--- src/rtl/segment_to_binary_scanner.sv ---
// Decodes a 4-digit multiplexed active-low 7-segment bus back into hex digits once each pattern is stable.
// Optional macro SEG_TIMEOUT_EN adds per-digit staleness timeouts after TIMEOUT_CYCLES without a capture.
module segment_to_binary_scanner #(
   parameter int STABLE_CYCLES  = 4,
   parameter int TIMEOUT_CYCLES = 65535
) (
   input  logic        clk,
   input  logic        reset,
   input  logic [6:0]  seg_n,
   input  logic [3:0]  an_n,
   output logic [15:0] digits,
   output logic [3:0]  valid,
   output logic [3:0]  blank,
   output logic        err,
   output logic        frame_done
);

   typedef enum logic [1:0] {S_IDLE, S_TRACK, S_HOLD} state_t;

   localparam logic [7:0] StableMax = 8'(STABLE_CYCLES);

   if (STABLE_CYCLES < 2 || STABLE_CYCLES > 255 ||
       TIMEOUT_CYCLES < 1 || TIMEOUT_CYCLES > 24'hFFFFFF) begin : g_illegal_params
      $error("segment_to_binary_scanner: parameter out of range");
   end

   state_t      state, state_nx;
   logic [6:0]  r_seg, p_seg;
   logic [3:0]  r_an, p_an;
   logic [7:0]  cnt, cnt_nx;
   logic        same, capture, one_hot, hex_hit, is_blank;
   logic [3:0]  an_low, hex_val, seen, seen_nx, valid_nx, blank_nx;
   logic [15:0] digits_nx;
   logic        err_nx, fd_nx;

   // Input registers and the previous sample; idle value is all ones (everything dark)
   always_ff @(posedge clk or posedge reset) begin
      if (reset) begin
         r_seg <= 7'h7f;
         r_an  <= 4'hf;
         p_seg <= 7'h7f;
         p_an  <= 4'hf;
         cnt   <= 8'd0;
      end else begin
         r_seg <= seg_n;
         r_an  <= an_n;
         p_seg <= r_seg;
         p_an  <= r_an;
         cnt   <= cnt_nx;
      end
   end

   always_comb begin
      same   = ({r_an, r_seg} == {p_an, p_seg});
      cnt_nx = same ? ((cnt == StableMax) ? cnt : cnt + 8'd1) : 8'd1;
      an_low  = ~r_an;
      one_hot = (an_low != 4'd0) && ((an_low & (an_low - 4'd1)) == 4'd0);
      capture = (state == S_TRACK) && (r_an != 4'hf) && same && (cnt_nx == StableMax);
   end

   always_ff @(posedge clk or posedge reset) begin
      if (reset) state <= S_IDLE;
      else       state <= state_nx;
   end

   // HOLD blocks recapture of an unchanged pattern; any change restarts tracking
   always_comb begin
      state_nx = state;
      case (state)
         S_IDLE:  if (r_an != 4'hf) state_nx = S_TRACK;
         S_TRACK: begin
            if (r_an == 4'hf) state_nx = S_IDLE;
            else if (capture) state_nx = S_HOLD;
         end
         S_HOLD:  if (!same) state_nx = (r_an == 4'hf) ? S_IDLE : S_TRACK;
         default: state_nx = S_IDLE;
      endcase
   end

   always_comb begin
      hex_hit = 1'b1;
      hex_val = 4'h0;
      case (r_seg)
         7'b1000000: hex_val = 4'h0;
         7'b1111001: hex_val = 4'h1;
         7'b0100100: hex_val = 4'h2;
         7'b0110000: hex_val = 4'h3;
         7'b0011001: hex_val = 4'h4;
         7'b0010010: hex_val = 4'h5;
         7'b0000010: hex_val = 4'h6;
         7'b1111000: hex_val = 4'h7;
         7'b0000000: hex_val = 4'h8;
         7'b0010000: hex_val = 4'h9;
         7'b0001000: hex_val = 4'hA;
         7'b0000011: hex_val = 4'hB;
         7'b1000110: hex_val = 4'hC;
         7'b0100001: hex_val = 4'hD;
         7'b0000110: hex_val = 4'hE;
         7'b0001110: hex_val = 4'hF;
         default:    hex_hit = 1'b0;
      endcase
      is_blank = (r_seg == 7'h7f);
   end

`ifdef SEG_TIMEOUT_EN
   localparam logic [23:0] TimeoutLimit = 24'(TIMEOUT_CYCLES);

   logic [23:0] tcnt [4];
   logic [3:0]  cap_hit, expired;

   always_comb begin
      cap_hit = (capture && one_hot) ? an_low : 4'd0;
      for (int i = 0; i < 4; i++) expired[i] = (tcnt[i] == TimeoutLimit) && !cap_hit[i];
   end

   // Each digit's counter parks at the limit until that digit is captured again
   always_ff @(posedge clk or posedge reset) begin
      if (reset) begin
         for (int i = 0; i < 4; i++) tcnt[i] <= 24'd0;
      end else begin
         for (int i = 0; i < 4; i++) begin
            if (cap_hit[i])                   tcnt[i] <= 24'd0;
            else if (tcnt[i] != TimeoutLimit) tcnt[i] <= tcnt[i] + 24'd1;
         end
      end
   end
`endif

   // Capture update: one capture per cycle at most, so err and frame_done never coincide
   always_comb begin
      digits_nx = digits;
      valid_nx  = valid;
      blank_nx  = blank;
      seen_nx   = seen;
      err_nx    = 1'b0;
      fd_nx     = 1'b0;
      if (capture) begin
         if (!one_hot) begin
            err_nx = 1'b1;
         end else begin
            for (int i = 0; i < 4; i++) begin
               if (an_low[i]) begin
                  if (hex_hit) begin
                     digits_nx[4*i +: 4] = hex_val;
                     valid_nx[i] = 1'b1;
                     blank_nx[i] = 1'b0;
                     seen_nx[i]  = 1'b1;
                  end else if (is_blank) begin
                     valid_nx[i] = 1'b0;
                     blank_nx[i] = 1'b1;
                     seen_nx[i]  = 1'b1;
                  end else begin
                     err_nx      = 1'b1;
                     valid_nx[i] = 1'b0;
                     blank_nx[i] = 1'b0;
                  end
               end
            end
            if (seen_nx == 4'hf) begin
               fd_nx   = 1'b1;
               seen_nx = 4'd0;
            end
         end
      end
`ifdef SEG_TIMEOUT_EN
      for (int i = 0; i < 4; i++) begin
         if (expired[i]) begin
            valid_nx[i] = 1'b0;
            blank_nx[i] = 1'b0;
            seen_nx[i]  = 1'b0;
         end
      end
`endif
   end

   always_ff @(posedge clk or posedge reset) begin
      if (reset) begin
         digits     <= 16'd0;
         valid      <= 4'd0;
         blank      <= 4'd0;
         seen       <= 4'd0;
         err        <= 1'b0;
         frame_done <= 1'b0;
      end else begin
         digits     <= digits_nx;
         valid      <= valid_nx;
         blank      <= blank_nx;
         seen       <= seen_nx;
         err        <= err_nx;
         frame_done <= fd_nx;
      end
   end

endmodule

--- config.mk ---
export PLATFORM = sky130hd
export DESIGN_NAME = segment_to_binary_scanner
export DESIGN_NICKNAME = d
export VERILOG_FILES = /design/src/rtl/segment_to_binary_scanner.sv
export SDC_FILE = /design/constraint.sdc
export NUM_CORES = 1
export LEC_CHECK = 0
export ABC_AREA = 1
export CAP_MARGIN = 20
export CORE_ASPECT_RATIO = 2
export CORE_MARGIN = 3
export CORE_UTILIZATION = 26
export CTS_CLUSTER_DIAMETER = 40
export CTS_CLUSTER_SIZE = 24
export DETAILED_ROUTE_END_ITERATION = 12
export HOLD_SLACK_MARGIN = 0.06
export SETUP_SLACK_MARGIN = 0.2
export SYNTH_ARGS = -nofsm -noshare
export SYNTH_HDL_FRONTEND = slang
export SYNTH_SLANG_ARGS = --single-unit
--- constraint.sdc ---
create_clock -name clk -period 3.2 [get_ports clk]
set_clock_uncertainty 0.1 [all_clocks]
set_input_delay 0.64 -clock clk [delete_from_list [all_inputs] [get_ports clk]]
set_output_delay 0.64 -clock clk [all_outputs]
set_load 0.05 [all_outputs]
Word level (Yosys, flattened, before mapping)
Cells that the tools add are included. W data, S select, Z words.

Register bits after elaboration: 62. Input bits: 13. Logic and storage cells: 122.

Add/subtract/negate cells: 2. Equality and inequality tests: 27. Multiplexer cells: 51. Bitwise logic cells: 2. Reductions and logical operators: 19.

Operators with widths (number): $pmux W4 S15 (1); $mux W1 (42); $eq A7 B7 Y1 const B (5); $eq A7 B5 Y1 const B (3); $eq A7 B6 Y1 const B (3); $eq A8 B3 Y1 const B (2); $mux W8 (2); $reduce_and A4 Y1 (4); $reduce_or A16 Y1 (1); $reduce_and A3 Y1 (5); $eq A7 B2 Y1 const B (2); $eq A7 B4 Y1 const B (2); $eq A11 B11 Y1 (1); $add A8 B1 Y8 const B (1); $eq A4 B4 Y1 const B (2); $mux W2 (4); $eq A7 B3 Y1 const B (1); $logic_not A7 Y1 (1); $pmux W2 S3 (1); $and A4 B4 Y4 (1); $logic_and A1 B1 Y1 (4); $logic_not A4 Y1 (1); $mux W4 (1); $ne A2 B2 Y1 const B (2); other kinds (9) (9).

Longest topological paths before layout
Depth after elaboration: 16. Gate-level depth with buffers: 16.

Least setup slack after synthesis
Ideal clock, no wire load.

Path type: reg-to-reg. Start: register r_seg[1]. End: register valid[0]. Setup time: 0.123 ns. Data arrival time: 1.888 ns. Data required time: 2.977 ns. Slack: 1.090 ns. Cell stages (with the launch flop): 13. Path buffers: 2. Cells stage by stage: dfstp_2 buf_2 xnor2_1 nand2_1 nor2_2 nand3_4 nor2_2 nand3_2 nor2_4 nand2_4 buf_6 o21ai_1 nand2_1.

Word-level cells in the longest chain between the ends: 5. Elaborated cells on any way between the ends: 25.

Ends and longest elaborated chain: from (decl) (line 28) `logic [6:0] r_seg, p_seg;`; from (signal assigned) (line 45) `r_seg <= seg_n;`; $eq A11 B11 Y1 (line 54) `same = ({r_an, r_seg} == {p_an, p_seg});`; $mux W8 (line 55) `cnt_nx = same ? ((cnt == StableMax) ? cnt : cnt + 8'd1) : 8'd1;`; $eq A8 B3 Y1 (line 58) `capture = (state == S_TRACK) && (r_an != 4'hf) && same && (cnt_nx == StableMax);`; $logic_and A1 B1 Y1 (line 58); $reduce_and A3 Y1 (no source line); to (signal assigned) (line 186) `valid <= valid_nx;`; to (decl) (line 12) `output logic [3:0] valid,`.

Parallel ways exist; a longest one is shown, timed or not. A chain may end at the register's enable or synchronous reset.

Worst setup path in the final report
Start: register cnt[0]. End: register valid[2].

Word-level cells in the longest chain between the ends: 6. Elaborated cells on any way between the ends: 7.

Ends and longest elaborated chain: from (decl) (line 30) `logic [7:0] cnt, cnt_nx;`; from (signal assigned) (line 49) `cnt <= cnt_nx;`; $add A8 B1 Y8 / $eq A8 B3 Y1 (equally long branches) (line 55); $mux W8 * (2 in a row) (line 55); $eq A8 B3 Y1 * (line 58); $logic_and A1 B1 Y1 * (line 58); $reduce_and A3 Y1 (no source line) *.

Mark *: on every way between the ends. The rest lies on a longest branch, timed or not.

==> impl_metrics.env <==
export IMPL_seq_area_frac_synth_pct=50.91
export IMPL_hold_depth=0
export IMPL_cts_setup_buffers=0
export IMPL_p_sw_mw=0.4418
export IMPL_syn_area_per_cell_um2=7.892
export IMPL_reg2reg_slack_ns=0.76
export IMPL_rows=55
export IMPL_core_area_mm2=0.01149
export IMPL_drv_cap=0
export IMPL_die_w_um=83.23
export IMPL_grt_pass1_vias=2891
export IMPL_htree_num_levels=3
export IMPL_fin_area_mm2=0.003931
export IMPL_die_area_mm2=0.01336
export IMPL_clockBufferDepth=2
export IMPL_wl_mm=7.956
export IMPL_nets=457
export IMPL_cts_buffers=9
export IMPL_grt_pass1_wl_mm=13.54
export IMPL_initial_core_util_pct=26.99
export IMPL_setup_violations=0
export IMPL_worstMarginPinSlew_ns=0.5241
export IMPL_slew_viol_final=0
export IMPL_drtPass1Iterations=4
export IMPL_seqPwrFrac_pct=45.7
export IMPL_gpl_final_weighted_congestion=0.8758
export IMPL_synthCells=393
export IMPL_die_h_um=160.5
export IMPL_cts_resized=0
export IMPL_cts_tree="yes"
export IMPL_arrival_ns=2.54
export IMPL_portBuffers=38
export IMPL_status="complete, no violations"
export IMPL_antenna_found_initial=0
export IMPL_final_min_clock_period_ns=2.443
export IMPL_start_kind="flip-flop"
export IMPL_min_delay_worst_endpoint="p_seg[6]"
export IMPL_hold_path_class="flip-flop to flip-flop"
export IMPL_ctsHoldBuffers=0
export IMPL_syn_num_nets=408
export IMPL_nFillCells=1200
export IMPL_grt_start_max_net_pins=23
export IMPL_cts_sinks=62
export IMPL_antenna_left=0
export IMPL_n_antenna_cell=0
export IMPL_fmax_mhz=409.3
export IMPL_vdd_drop_max_v=0.0002837
export IMPL_p_clk_share_pct=47.5
export IMPL_max_slew_margin_pct=64.95
export IMPL_hp_start="r_seg[6]"
export IMPL_drive_gt1_share_pct=13.68
export IMPL_post_drt_wl_per_cell_um=13.53
export IMPL_reg2reg_depth=13
export IMPL_clk_pin_slew_ns=0.05
export IMPL_area_growth_pct=26.74
export IMPL_ioPinCount=39
export IMPL_rsz0062_at_grt="no"
export IMPL_crit_required_ns=3.30
export IMPL_p_total_mw=1.844
export IMPL_synth_seq_cells=62
export IMPL_setup_tns_ns=0
export IMPL_p_leak_nw=1.993
export IMPL_switching_share_pct=23.96
export IMPL_dpl_cell_area_mm2=0.003664
export IMPL_period_share_pct=76.36
export IMPL_finalHoldViolCount=0
export IMPL_worst_hold_slack_ns=0.3065
export IMPL_crit_fanout=15
export IMPL_dpl_hpwl_mm=6.263
export IMPL_overflow=0
export IMPL_reg2reg_to="valid[2]"
export IMPL_syn_area_mm2=0.003102
export IMPL_clkLatencyLatePin_ns=0.33
export IMPL_drt_iter0_drc=64
export IMPL_ys_warn_count=0
export IMPL_dp_cells=573
export IMPL_critical_path_class="flip-flop to flip-flop"
export IMPL_ys_types=30
export IMPL_fin_cells=588
export IMPL_end_kind="flip-flop"
export IMPL_p_int_mw=1.402
export IMPL_power_frac_comb_pct=6.9
export IMPL_routed_via_density=4.515
export IMPL_grt_usage_pct=12.74
export IMPL_drc=0
export IMPL_vias=2655
export IMPL_clockRootBuffer="clkbuf_16"
export IMPL_rr_startpoint="cnt[0]"
export IMPL_p_per_area_mw_per_mm2=469.0
per-stage QoR:
stage / setup slack [ns] / util, %
floorplan: 0.9550 / -
global placement: 0.8130 / 31.88
detailed placement: 0.7558 / 31.88
CTS: 0.7489 / 34.21
global route: 0.5961 / 34.21
finish: 0.7566 / 34.21
Yosys cell counts (all sizes together):
cell,count,area share [%]
nand2,138,18
nor2,63,9.0
inv,47,5.7
dfrtp,40,32
nand3,34,6.2
dfstp,22,19
o21ai,11,1.8
nand4,10,2.0
xnor2,6,1.7
nor3,5,0.81
buf,4,0.85
xor2,3,0.85
ha,2,0.81
o32ai,2,0.56
a211oi,1,0.24
a22oi,1,0.24
and3,1,0.20
nand3b,1,0.24
o211ai,1,0.24
or2,1,0.20
flip-flops by register name, indices dropped and copies added (netlist names):
| register | cells |
|---|---|
| frame_done | 1 |
| r_an | 4 |
| digits | 16 |
| cnt | 8 |
| p_an | 4 |
| blank | 4 |
| valid | 4 |
| state | 2 |
| err | 1 |
| r_seg | 7 |
| seen | 4 |
| p_seg | 7 |
metal layers:
layer,GRT usage (%),routed length (µm)
met1,11.90,2936
met4,7.068,308
met5,0,0
met2,25.15,4550
met3,2.310,161
power by group through the flow:
stage                     sequential, mW  combinational (mW)  clock (mW)
after global placement             0.853               0.127           0
after detailed placement           0.854               0.128           0
final                              0.842               0.126       0.876
after CTS                          0.842               0.128       0.890
after global routing               0.845               0.146       0.923
after floorplan                    0.846              0.0888           0
critical path, cell delays in order (launching register included):
cell,delay [ns]
dfrtp_1,0.41
inv_1,0.09
ha_1,0.18
nand3_1,0.08
nor2_1,0.17
nand2_1,0.07
o21ai_0,0.16
nand2_1,0.09
nor2_1,0.12
nand3_2,0.13
nor2_4,0.22
nand2_4,0.17
o21ai_1,0.21
nand2_1,0.10
how the worst max path moves through the flow:
stage / from / end / depth (start not counted)
2_1_floorplan: reset / blank[0] / 1
3_3_place_gp: cnt[0] / valid[2] / 12
3_5_place_dp: cnt[0] / valid[2] / 13
4_1_cts: cnt[0] / valid[2] / 13
5_1_grt: r_an[0] / valid[2] / 11
6_report: cnt[0] / valid[2] / 13
cells in the final DEF (no fill, tap or decap), types with 3 or more instances in the layout:
master,netlist,layout
nand2_1,132,132
nor2_1,56,56
inv_1,43,42
dfrtp_1,40,40
clkdlybuf4s50_1,0,38
nand3_1,31,31
dfstp_2,22,22
nand4_1,10,10
clkbuf_16,0,9
o21ai_1,8,8
xnor2_1,6,6
inv_2,4,5
nor3_1,5,5
nand2_2,4,4
nor2_2,4,4
buf_4,0,4
xor2_1,3,3
o21ai_0,3,3
layout make-up:
class                      instances  area [µm²]  area share, %
clock inverter                     3       21.27         0.5411
clock buffer                      12       246.5          6.270
sequential                        62        1579          40.17
timing repair buffer              42       410.4          10.44
tap                              142       177.7          4.519
multi-input combinational        280        1320          33.58
inverter                          47       176.4          4.488
kinds of logic after synthesis:
group / count (synthesis) / share of synthesized area (%)
simple gates: 253 / 36.14
flops: 62 / 50.91
buf+inv: 51 / 6.534
compound gates: 16 / 3.066
xor+xnor: 9 / 2.541
fa+ha+maj: 2 / 0.8066
Power figures use the tool's default switching activity.
